**config.mk**
```make
export PLATFORM = sky130hd
export DESIGN_NAME = uart_tx_arbiter_flat
export DESIGN_NICKNAME = d
export VERILOG_FILES = /design/src/rtl/mips150_io_pkg.sv /design/src/rtl/uart_tx_arbiter_if.sv /design/src/rtl/io_sync_fifo.sv /design/src/rtl/uart_tx_arbiter.sv /design/src/flat_wrapper.sv
export SDC_FILE = /design/constraint.sdc
export NUM_CORES = 1
export LEC_CHECK = 0
export CAP_MARGIN = 30
export CELL_PAD_IN_SITES_DETAIL_PLACEMENT = 0
export CELL_PAD_IN_SITES_GLOBAL_PLACEMENT = 2
export CORE_ASPECT_RATIO = 1.75
export CORE_MARGIN = 3
export CORE_UTILIZATION = 38
export CTS_CLUSTER_DIAMETER = 150
export DETAILED_ROUTE_END_ITERATION = 10
export PLACE_DENSITY_LB_ADDON = 0.1
export SLEW_MARGIN = 20
export SYNTH_ARGS = -nofsm -noshare
export SYNTH_HDL_FRONTEND = slang
export SYNTH_HIERARCHICAL = 1
export SYNTH_SLANG_ARGS = --single-unit
```
**constraint.sdc**
```tcl
create_clock -name clk -period 2.7 [get_ports clk]
set_clock_uncertainty 0.2 [all_clocks]
set_input_delay 0.675 -clock clk [delete_from_list [all_inputs] [get_ports clk]]
set_output_delay 0.675 -clock clk [all_outputs]
set_load 0.005 [all_outputs]
```
**src/rtl/mips150_io_pkg.sv**
```systemverilog
// Shared types for the UART transmit arbiter.
// Contents:
//   arb_state_e  - arbiter state (IDLE, SEND)
//   src_e        - requester IDs (CPU = 0, debug = 1)
//   EntryW       - source FIFO entry width: {last, data[7:0]}
//   src_onehot() - owner ID to one-hot grant vector
//   other_src()  - the requester that is not the given one
package mips150_io_pkg;

  typedef enum logic [0:0] {StIdle, StSend} arb_state_e;

  typedef enum logic [0:0] {SrcCpu = 1'b0, SrcDbg = 1'b1} src_e;

  localparam int unsigned EntryW = 9;

  function automatic logic [1:0] src_onehot(src_e s);
    return (s == SrcDbg) ? 2'b10 : 2'b01;
  endfunction

  function automatic src_e other_src(src_e s);
    return (s == SrcDbg) ? SrcCpu : SrcDbg;
  endfunction

endpackage

```
**src/rtl/uart_tx_arbiter_if.sv**
```systemverilog
// Handshake bundle between the two byte producers, the arbiter and the UART.
// Signals:
//   cpu_data/cpu_valid/cpu_last, cpu_ready - CPU store-path byte stream
//   dbg_data/dbg_valid/dbg_last, dbg_ready - debug reporter byte stream
//   uart_data/uart_valid, uart_ready       - UART DataIn/DataInValid/DataInReady
//   grant, busy                            - arbiter status
// Modports: slave = arbiter side, master = producers/UART side.
interface uart_tx_arbiter_if;
  logic [7:0] cpu_data;
  logic       cpu_valid;
  logic       cpu_last;
  logic       cpu_ready;
  logic [7:0] dbg_data;
  logic       dbg_valid;
  logic       dbg_last;
  logic       dbg_ready;
  logic [7:0] uart_data;
  logic       uart_valid;
  logic       uart_ready;
  logic [1:0] grant;
  logic       busy;

  modport slave (
    input  cpu_data, cpu_valid, cpu_last, dbg_data, dbg_valid, dbg_last, uart_ready,
    output cpu_ready, dbg_ready, uart_data, uart_valid, grant, busy
  );

  modport master (
    output cpu_data, cpu_valid, cpu_last, dbg_data, dbg_valid, dbg_last, uart_ready,
    input  cpu_ready, dbg_ready, uart_data, uart_valid, grant, busy
  );
endinterface

```
**src/rtl/io_sync_fifo.sv**
```systemverilog
// Single-clock FIFO with asynchronous active-high reset.
// Ports:
//   clk, rst           - clock, async reset (empties the FIFO)
//   push_i, wdata_i    - write; ignored while full (no full-bypass)
//   pop_i, rdata_o     - read; rdata_o shows the head, valid while !empty_o
//   full_o, empty_o    - occupancy flags
// Depth must be a power of two so the pointers wrap naturally.
module io_sync_fifo #(
  parameter int unsigned Width = 8,
  parameter int unsigned Depth = 4
) (
  input  logic             clk,
  input  logic             rst,
  input  logic             push_i,
  input  logic [Width-1:0] wdata_i,
  input  logic             pop_i,
  output logic [Width-1:0] rdata_o,
  output logic             full_o,
  output logic             empty_o
);

  localparam int unsigned PtrW = (Depth > 1) ? $clog2(Depth) : 1;

  logic [PtrW-1:0]  wr_ptr_q, wr_ptr_d;
  logic [PtrW-1:0]  rd_ptr_q, rd_ptr_d;
  logic [PtrW:0]    count_q, count_d;
  logic [Width-1:0] mem_q [Depth];
  logic             push_en, pop_en;

  assign full_o  = (count_q == (PtrW + 1)'(Depth));
  assign empty_o = (count_q == '0);
  assign push_en = push_i && !full_o;
  assign pop_en  = pop_i && !empty_o;
  assign rdata_o = mem_q[rd_ptr_q];

  always_comb begin
    wr_ptr_d = wr_ptr_q;
    rd_ptr_d = rd_ptr_q;
    count_d  = count_q;
    if (push_en) wr_ptr_d = wr_ptr_q + 1'b1;
    if (pop_en)  rd_ptr_d = rd_ptr_q + 1'b1;
    case ({push_en, pop_en})
      2'b10:   count_d = count_q + 1'b1;
      2'b01:   count_d = count_q - 1'b1;
      default: count_d = count_q;
    endcase
  end

  always_ff @(posedge clk or posedge rst) begin
    if (rst) begin
      wr_ptr_q <= '0;
      rd_ptr_q <= '0;
      count_q  <= '0;
    end else begin
      wr_ptr_q <= wr_ptr_d;
      rd_ptr_q <= rd_ptr_d;
      count_q  <= count_d;
    end
  end

  // Storage needs no reset: the empty flag masks stale contents.
  always_ff @(posedge clk) begin
    if (push_en) mem_q[wr_ptr_q] <= wdata_i;
  end

endmodule

```
**src/rtl/uart_tx_arbiter.sv**
```systemverilog
// Shares one UART transmitter between the CPU store path and the debug reporter.
// Each source has its own FIFO; the UART is granted per packet (ended by last=1),
// round-robin between sources, and an owner whose FIFO stays empty mid-packet for
// TIMEOUT_CYCLES cycles loses the grant.
// Ports:
//   clk, rst - clock, asynchronous active-high reset
//   bus      - slave side of uart_tx_arbiter_if (producers, UART, grant/busy)
module uart_tx_arbiter
  import mips150_io_pkg::*;
#(
  parameter int unsigned FIFO_DEPTH     = 4,
  parameter int unsigned TIMEOUT_CYCLES = 64
) (
  input logic               clk,
  input logic               rst,
  uart_tx_arbiter_if.slave  bus
);

  localparam int unsigned CntW = (TIMEOUT_CYCLES > 1) ? $clog2(TIMEOUT_CYCLES) : 1;

  arb_state_e  state_q, state_d;
  src_e        owner_q, owner_d;
  src_e        pref_q, pref_d;
  logic [CntW-1:0] cnt_q, cnt_d;

  logic [EntryW-1:0] cpu_head, dbg_head, owner_head;
  logic cpu_full, cpu_empty, dbg_full, dbg_empty, owner_empty;
  logic cpu_pop, dbg_pop, pop;
  logic uart_valid;
  logic [7:0] uart_data;

  io_sync_fifo #(.Width(EntryW), .Depth(FIFO_DEPTH)) u_cpu_fifo (
    .clk     (clk),
    .rst     (rst),
    .push_i  (bus.cpu_valid),
    .wdata_i ({bus.cpu_last, bus.cpu_data}),
    .pop_i   (cpu_pop),
    .rdata_o (cpu_head),
    .full_o  (cpu_full),
    .empty_o (cpu_empty)
  );

  io_sync_fifo #(.Width(EntryW), .Depth(FIFO_DEPTH)) u_dbg_fifo (
    .clk     (clk),
    .rst     (rst),
    .push_i  (bus.dbg_valid),
    .wdata_i ({bus.dbg_last, bus.dbg_data}),
    .pop_i   (dbg_pop),
    .rdata_o (dbg_head),
    .full_o  (dbg_full),
    .empty_o (dbg_empty)
  );

  assign owner_empty = (owner_q == SrcDbg) ? dbg_empty : cpu_empty;
  assign owner_head  = (owner_q == SrcDbg) ? dbg_head : cpu_head;
  assign cpu_pop     = pop && (owner_q == SrcCpu);
  assign dbg_pop     = pop && (owner_q == SrcDbg);

  always_comb begin
    state_d    = state_q;
    owner_d    = owner_q;
    pref_d     = pref_q;
    cnt_d      = cnt_q;
    uart_valid = 1'b0;
    uart_data  = 8'h00;
    pop        = 1'b0;
    case (state_q)
      StIdle: begin
        if (!cpu_empty || !dbg_empty) begin
          if (!cpu_empty && !dbg_empty) owner_d = pref_q;
          else if (!cpu_empty)          owner_d = SrcCpu;
          else                          owner_d = SrcDbg;
          state_d = StSend;
          cnt_d   = '0;
        end
      end
      StSend: begin
        // Valid depends only on FIFO occupancy, never on uart_ready.
        uart_valid = !owner_empty;
        uart_data  = owner_empty ? 8'h00 : owner_head[7:0];
        pop        = uart_valid && bus.uart_ready;
        if (pop) begin
          cnt_d = '0;
          if (owner_head[8]) begin
            state_d = StIdle;
            pref_d  = other_src(owner_q);
          end
        end else if (owner_empty) begin
          if (cnt_q == CntW'(TIMEOUT_CYCLES - 1)) begin
            state_d = StIdle;
            pref_d  = other_src(owner_q);
            cnt_d   = '0;
          end else begin
            cnt_d = cnt_q + 1'b1;
          end
        end
      end
      default: state_d = StIdle;
    endcase
  end

  always_ff @(posedge clk or posedge rst) begin
    if (rst) begin
      state_q <= StIdle;
      owner_q <= SrcCpu;
      pref_q  <= SrcCpu;
      cnt_q   <= '0;
    end else begin
      state_q <= state_d;
      owner_q <= owner_d;
      pref_q  <= pref_d;
      cnt_q   <= cnt_d;
    end
  end

  assign bus.cpu_ready  = !cpu_full;
  assign bus.dbg_ready  = !dbg_full;
  assign bus.uart_valid = uart_valid;
  assign bus.uart_data  = uart_data;
  assign bus.grant      = (state_q == StSend) ? src_onehot(owner_q) : 2'b00;
  assign bus.busy       = (state_q == StSend);

endmodule

```
**src/flat_wrapper.sv**
```systemverilog
// flat-port wrapper written by rule: the top's interface ports become plain ports
module uart_tx_arbiter_flat import mips150_io_pkg::*;
#(
  parameter int unsigned FIFO_DEPTH     = 4,
  parameter int unsigned TIMEOUT_CYCLES = 64
)
  (clk, rst, bus_cpu_data, bus_cpu_valid, bus_cpu_last, bus_dbg_data, bus_dbg_valid, bus_dbg_last, bus_uart_ready, bus_cpu_ready, bus_dbg_ready, bus_uart_data, bus_uart_valid, bus_grant, bus_busy);
  uart_tx_arbiter_if bus_i ();
  input logic clk;
  input logic rst;
  input wire logic [$bits(bus_i.cpu_data)-1:0] bus_cpu_data;
  input wire logic [$bits(bus_i.cpu_valid)-1:0] bus_cpu_valid;
  input wire logic [$bits(bus_i.cpu_last)-1:0] bus_cpu_last;
  input wire logic [$bits(bus_i.dbg_data)-1:0] bus_dbg_data;
  input wire logic [$bits(bus_i.dbg_valid)-1:0] bus_dbg_valid;
  input wire logic [$bits(bus_i.dbg_last)-1:0] bus_dbg_last;
  input wire logic [$bits(bus_i.uart_ready)-1:0] bus_uart_ready;
  output wire logic [$bits(bus_i.cpu_ready)-1:0] bus_cpu_ready;
  output wire logic [$bits(bus_i.dbg_ready)-1:0] bus_dbg_ready;
  output wire logic [$bits(bus_i.uart_data)-1:0] bus_uart_data;
  output wire logic [$bits(bus_i.uart_valid)-1:0] bus_uart_valid;
  output wire logic [$bits(bus_i.grant)-1:0] bus_grant;
  output wire logic [$bits(bus_i.busy)-1:0] bus_busy;
  assign bus_i.cpu_data = bus_cpu_data;
  assign bus_i.cpu_valid = bus_cpu_valid;
  assign bus_i.cpu_last = bus_cpu_last;
  assign bus_i.dbg_data = bus_dbg_data;
  assign bus_i.dbg_valid = bus_dbg_valid;
  assign bus_i.dbg_last = bus_dbg_last;
  assign bus_i.uart_ready = bus_uart_ready;
  assign bus_cpu_ready = bus_i.cpu_ready;
  assign bus_dbg_ready = bus_i.dbg_ready;
  assign bus_uart_data = bus_i.uart_data;
  assign bus_uart_valid = bus_i.uart_valid;
  assign bus_grant = bus_i.grant;
  assign bus_busy = bus_i.busy;
  uart_tx_arbiter #(.FIFO_DEPTH(FIFO_DEPTH), .TIMEOUT_CYCLES(TIMEOUT_CYCLES)) u_core (.clk(clk), .rst(rst), .bus(bus_i));
endmodule
```
==> impl_metrics.env <==
export IMPL_area_of_the_mapped_netlist_mm2=0.00417
export IMPL_max_freq_ghz=0.370
export IMPL_filler_cell_count=936
export IMPL_power_density_mw_per_mm2=1100
export IMPL_finalHoldWorstSlack_ns=0.313
export IMPL_fin_crit_sh_pct=100
export IMPL_clkSinkCount=95
export IMPL_path_max_fanout=4
export IMPL_area_fraction_in_compound_gates_after_synthesis_pct=3.18
export IMPL_clk_pin_slew_ns=0.07
export IMPL_yosys_area_top_type="sky130_fd_sc_hd__edfxtp_1"
export IMPL_pin_count=37
export IMPL_max_cap_violations=0
export IMPL_layout_commonest_cell="sky130_fd_sc_hd__edfxtp_1"
export IMPL_detailedPlacementHpwl_um=5650
export IMPL_rsz0062_at_grt="true"
export IMPL_postSynthNetCount=287
export IMPL_h_tree_depth=3
export IMPL_path_class_of_the_lowest_slack_min_delay_path="flop to flop"
export IMPL_failing_checks="negative setup slack"
export IMPL_area_growth_pct=25.1
export IMPL_groute_usage_overall_pct=13.9
export IMPL_insertion_delay_ns=0.33
export IMPL_wire_per_inst_um=17.7
export IMPL_yosys_cell_types_count=42
export IMPL_core_rowCount=50
export IMPL_via_per_inst=4.93
export IMPL_yosysTopAreaCellShare_pct=51.9
export IMPL_totalNegativeSetupSlack_ns=-0.00413
export IMPL_ratio_of_cells_with_drive_above_1_in_the_final_layout_pct=30.2
export IMPL_dp_cells=430
export IMPL_layout_min_cycle_time_ns=2.70
export IMPL_die_area_mm2=0.0123
export IMPL_grt_max_degree=19
export IMPL_r2r_slack_ns=0.20
export IMPL_antenna_cells_inserted=0
export IMPL_grt_antenna_before_repair=0
export IMPL_final_critical_path_setup_slack_ns=-0.00413
export IMPL_numPortBuffers=36
export IMPL_worst_slew_pin_transition_ns=0.426
export IMPL_global_route_overflow_total=0
export IMPL_first_pass_iteration_count_of_the_detailed_router=4
export IMPL_final_cells=455
export IMPL_synth_area_top_cells="sky130_fd_sc_hd__edfxtp_1, sky130_fd_sc_hd__dfrtp_1, sky130_fd_sc_hd__mux4_2, sky130_fd_sc_hd__ha_1, sky130_fd_sc_hd__mux2i_1"
export IMPL_final_hold_viol_count=0
export IMPL_synth_async_reset_ratio_pct=24.2
export IMPL_ctsRootBufferMaster="sky130_fd_sc_hd__clkbuf_16"
export IMPL_maxSlewHeadroom_pct=71.5
export IMPL_finalWeightedCongestion=0.702
export IMPL_final_cell_mix="sky130_fd_sc_hd__edfxtp_1, sky130_fd_sc_hd__clkdlybuf4s50_1, sky130_fd_sc_hd__buf_4, sky130_fd_sc_hd__dfrtp_1, sky130_fd_sc_hd__inv_1"
export IMPL_postCtsHoldBufs=0
export IMPL_cts_buffers_inserted=9
export IMPL_count_of_antenna_violating_nets_left_after_detailed_routing=0
export IMPL_yosys_register_bits=95
export IMPL_timing_critical_path_to_type="output pin"
export IMPL_die_width_um=85.2
export IMPL_post_route_drc_count=0
export IMPL_post_synth_fa_ha_maj_area_fraction_pct=4.26
export IMPL_outcome="finished with violations"
export IMPL_syn_avg_cell_area_um2=16.6
export IMPL_via_count_of_the_first_global_routing_pass=2328
export IMPL_synth_xor_area_share_pct=2.52
export IMPL_fp_dieH_um=145
export IMPL_synth_simple_gate_area_share_pct=7.84
export IMPL_most_used_flip_flop_cell_after_synthesis="sky130_fd_sc_hd__edfxtp_1"
export IMPL_ir_drop_v=0.000514
export IMPL_syn_inst=251
export IMPL_starting_density_of_the_core_pct=39.0
export IMPL_synth_enable_flop_cells=72
export IMPL_cp_required_ns=1.82
export IMPL_detailroute_via_count=2244
export IMPL_cts_max_path_buffers=2
export IMPL_setup_violations_final=1
export IMPL_core_mm2=0.0107
export IMPL_nets=356
export IMPL_total_leakage_power_uw=0.00200
export IMPL_timing_setup_critical_path_class="flop to output pin"
export IMPL_synth_top_family_by_area="multiplexers"
export IMPL_detailed_route_iter0_violations=49
export IMPL_startpoint_type="flop"
export IMPL_routed_wl_um=8040
export IMPL_first_pass_grt_wire_length_um=12600
export IMPL_arrival_ns=1.83
export IMPL_timing_max_transition_violations_final=0
export IMPL_synth_sequential_area_ratio_pct=65.7
export IMPL_synth_yosys_warnings=6
export IMPL_cts_tree="yes"
export IMPL_synth_mux_area_fraction_pct=13.7
==> worst paths after layout <==
kind                                               start                             to  cells past startpoint
min                                      u_core/cnt_q[5]                u_core/cnt_q[5]                      1
min reg2reg                              u_core/cnt_q[5]                u_core/cnt_q[5]                      1
min in group asynchronous                            rst  u_core/u_cpu_fifo/wr_ptr_q[0]                      2
max reg2reg                 u_core/u_cpu_fifo/count_q[1]   u_core/u_dbg_fifo/count_q[2]                     13
max                        u_core/u_dbg_fifo/rd_ptr_q[0]               bus_uart_data[4]                      6
max in group asynchronous                            rst                u_core/cnt_q[4]                      2
==> cells in the mapped netlist (all sizes together) (2+ instances only) <==
library cell / n
nor2: 13
buf: 5
dfrtp: 23
a21o: 2
xnor2: 6
mux2i: 13
ha: 11
fa: 2
nand2b: 3
inv: 20
mux4: 18
nor2b: 3
mux2: 2
nor3: 2
edfxtp: 72
o31a: 2
clkbuf: 2
and2: 9
nor3b: 4
xor2: 6
o21ai: 5
nand3: 4
nand2: 10
o31ai: 2
==> per-layer routing <==
| metal | global-route usage (%) | wire length [um] | vias to the layer above |
|---|---|---|---|
| li1 | - | - | 1066 |
| met4 | 5.00 | 120 | 0 |
| met1 | 15.9 | 3120 | 1137 |
| met2 | 25.7 | 4580 | 32 |
| met5 | 0 | 0 | - |
| met3 | 2.68 | 218 | 9 |
==> cell type report <==
cell class	count	area, um^2	share of cell area (%)
Inverter	20	75.1	1.44
Clock inverter	7	67.6	1.30
Sequential cell	95	2740	52.5
Clock buffer	9	225	4.32
Multi-Input combinational cell	129	1340	25.7
Timing Repair Buffer	65	606	11.6
Tap cell	130	163	3.12
==> stage by stage <==
step / total power (uW) / worst slack [ns] / utilization (%) / instance area (um^2)
after floorplan: 3530 / 0.0376 / - / 4170
after global placement: 4570 / -0.129 / 45.3 / 4850
after detailed placement: 4590 / -0.146 / 45.3 / 4850
after CTS: 5830 / -0.0647 / 48.4 / 5170
after global routing: 6150 / -0.0970 / 48.7 / 5210
final: 5750 / -0.00413 / 48.7 / 5210
==> sequential cells by signal, summed over array words and instances (netlist names) <==
signal / count
u_core/bus.busy: 1
u_core/cnt_q: 6
u_core/owner_q: 1
u_core/pref_q: 1
u_core/u_cpu_fifo/count_q: 3
u_core/u_cpu_fifo/mem_q: 36
u_core/u_cpu_fifo/rd_ptr_q: 2
u_core/u_cpu_fifo/wr_ptr_q: 2
u_core/u_dbg_fifo/count_q: 3
u_core/u_dbg_fifo/mem_q: 36
u_core/u_dbg_fifo/rd_ptr_q: 2
u_core/u_dbg_fifo/wr_ptr_q: 2
==> what timing repair did <==
item | 4_1_cts | 5_1_grt
pin swaps | 6 | 6
cloned | 1 | 0
resized for setup | 38 | 7
setup buffers | 4 | 5
endpoints found under the setup margin | 9 | 8
==> power breakdown <==
| group | internal (uW) | switching (uW) |
|---|---|---|
| combinational | 1280 | 1130 |
| clock | 643 | 569 |
| sequential | 1970 | 163 |
| total | 3890 | 1860 |
==> cells by family after synthesis <==
family | count (synthesis)
flops | 95
fa+ha+maj | 13
buf+inv | 27
mux | 33
xor+xnor | 12
compound gates | 18
simple gates | 53
==> worst max-delay path, stage by stage, from the launching register on <==
cell,delay (ns)
sky130_fd_sc_hd__dfrtp_2,0.44
sky130_fd_sc_hd__buf_12,0.14
sky130_fd_sc_hd__buf_4,0.13
sky130_fd_sc_hd__mux4_2,0.46
sky130_fd_sc_hd__mux2i_1,0.15
sky130_fd_sc_hd__nor2_1,0.05
sky130_fd_sc_hd__buf_2,0.12
(Power assumes the default switching activity.)
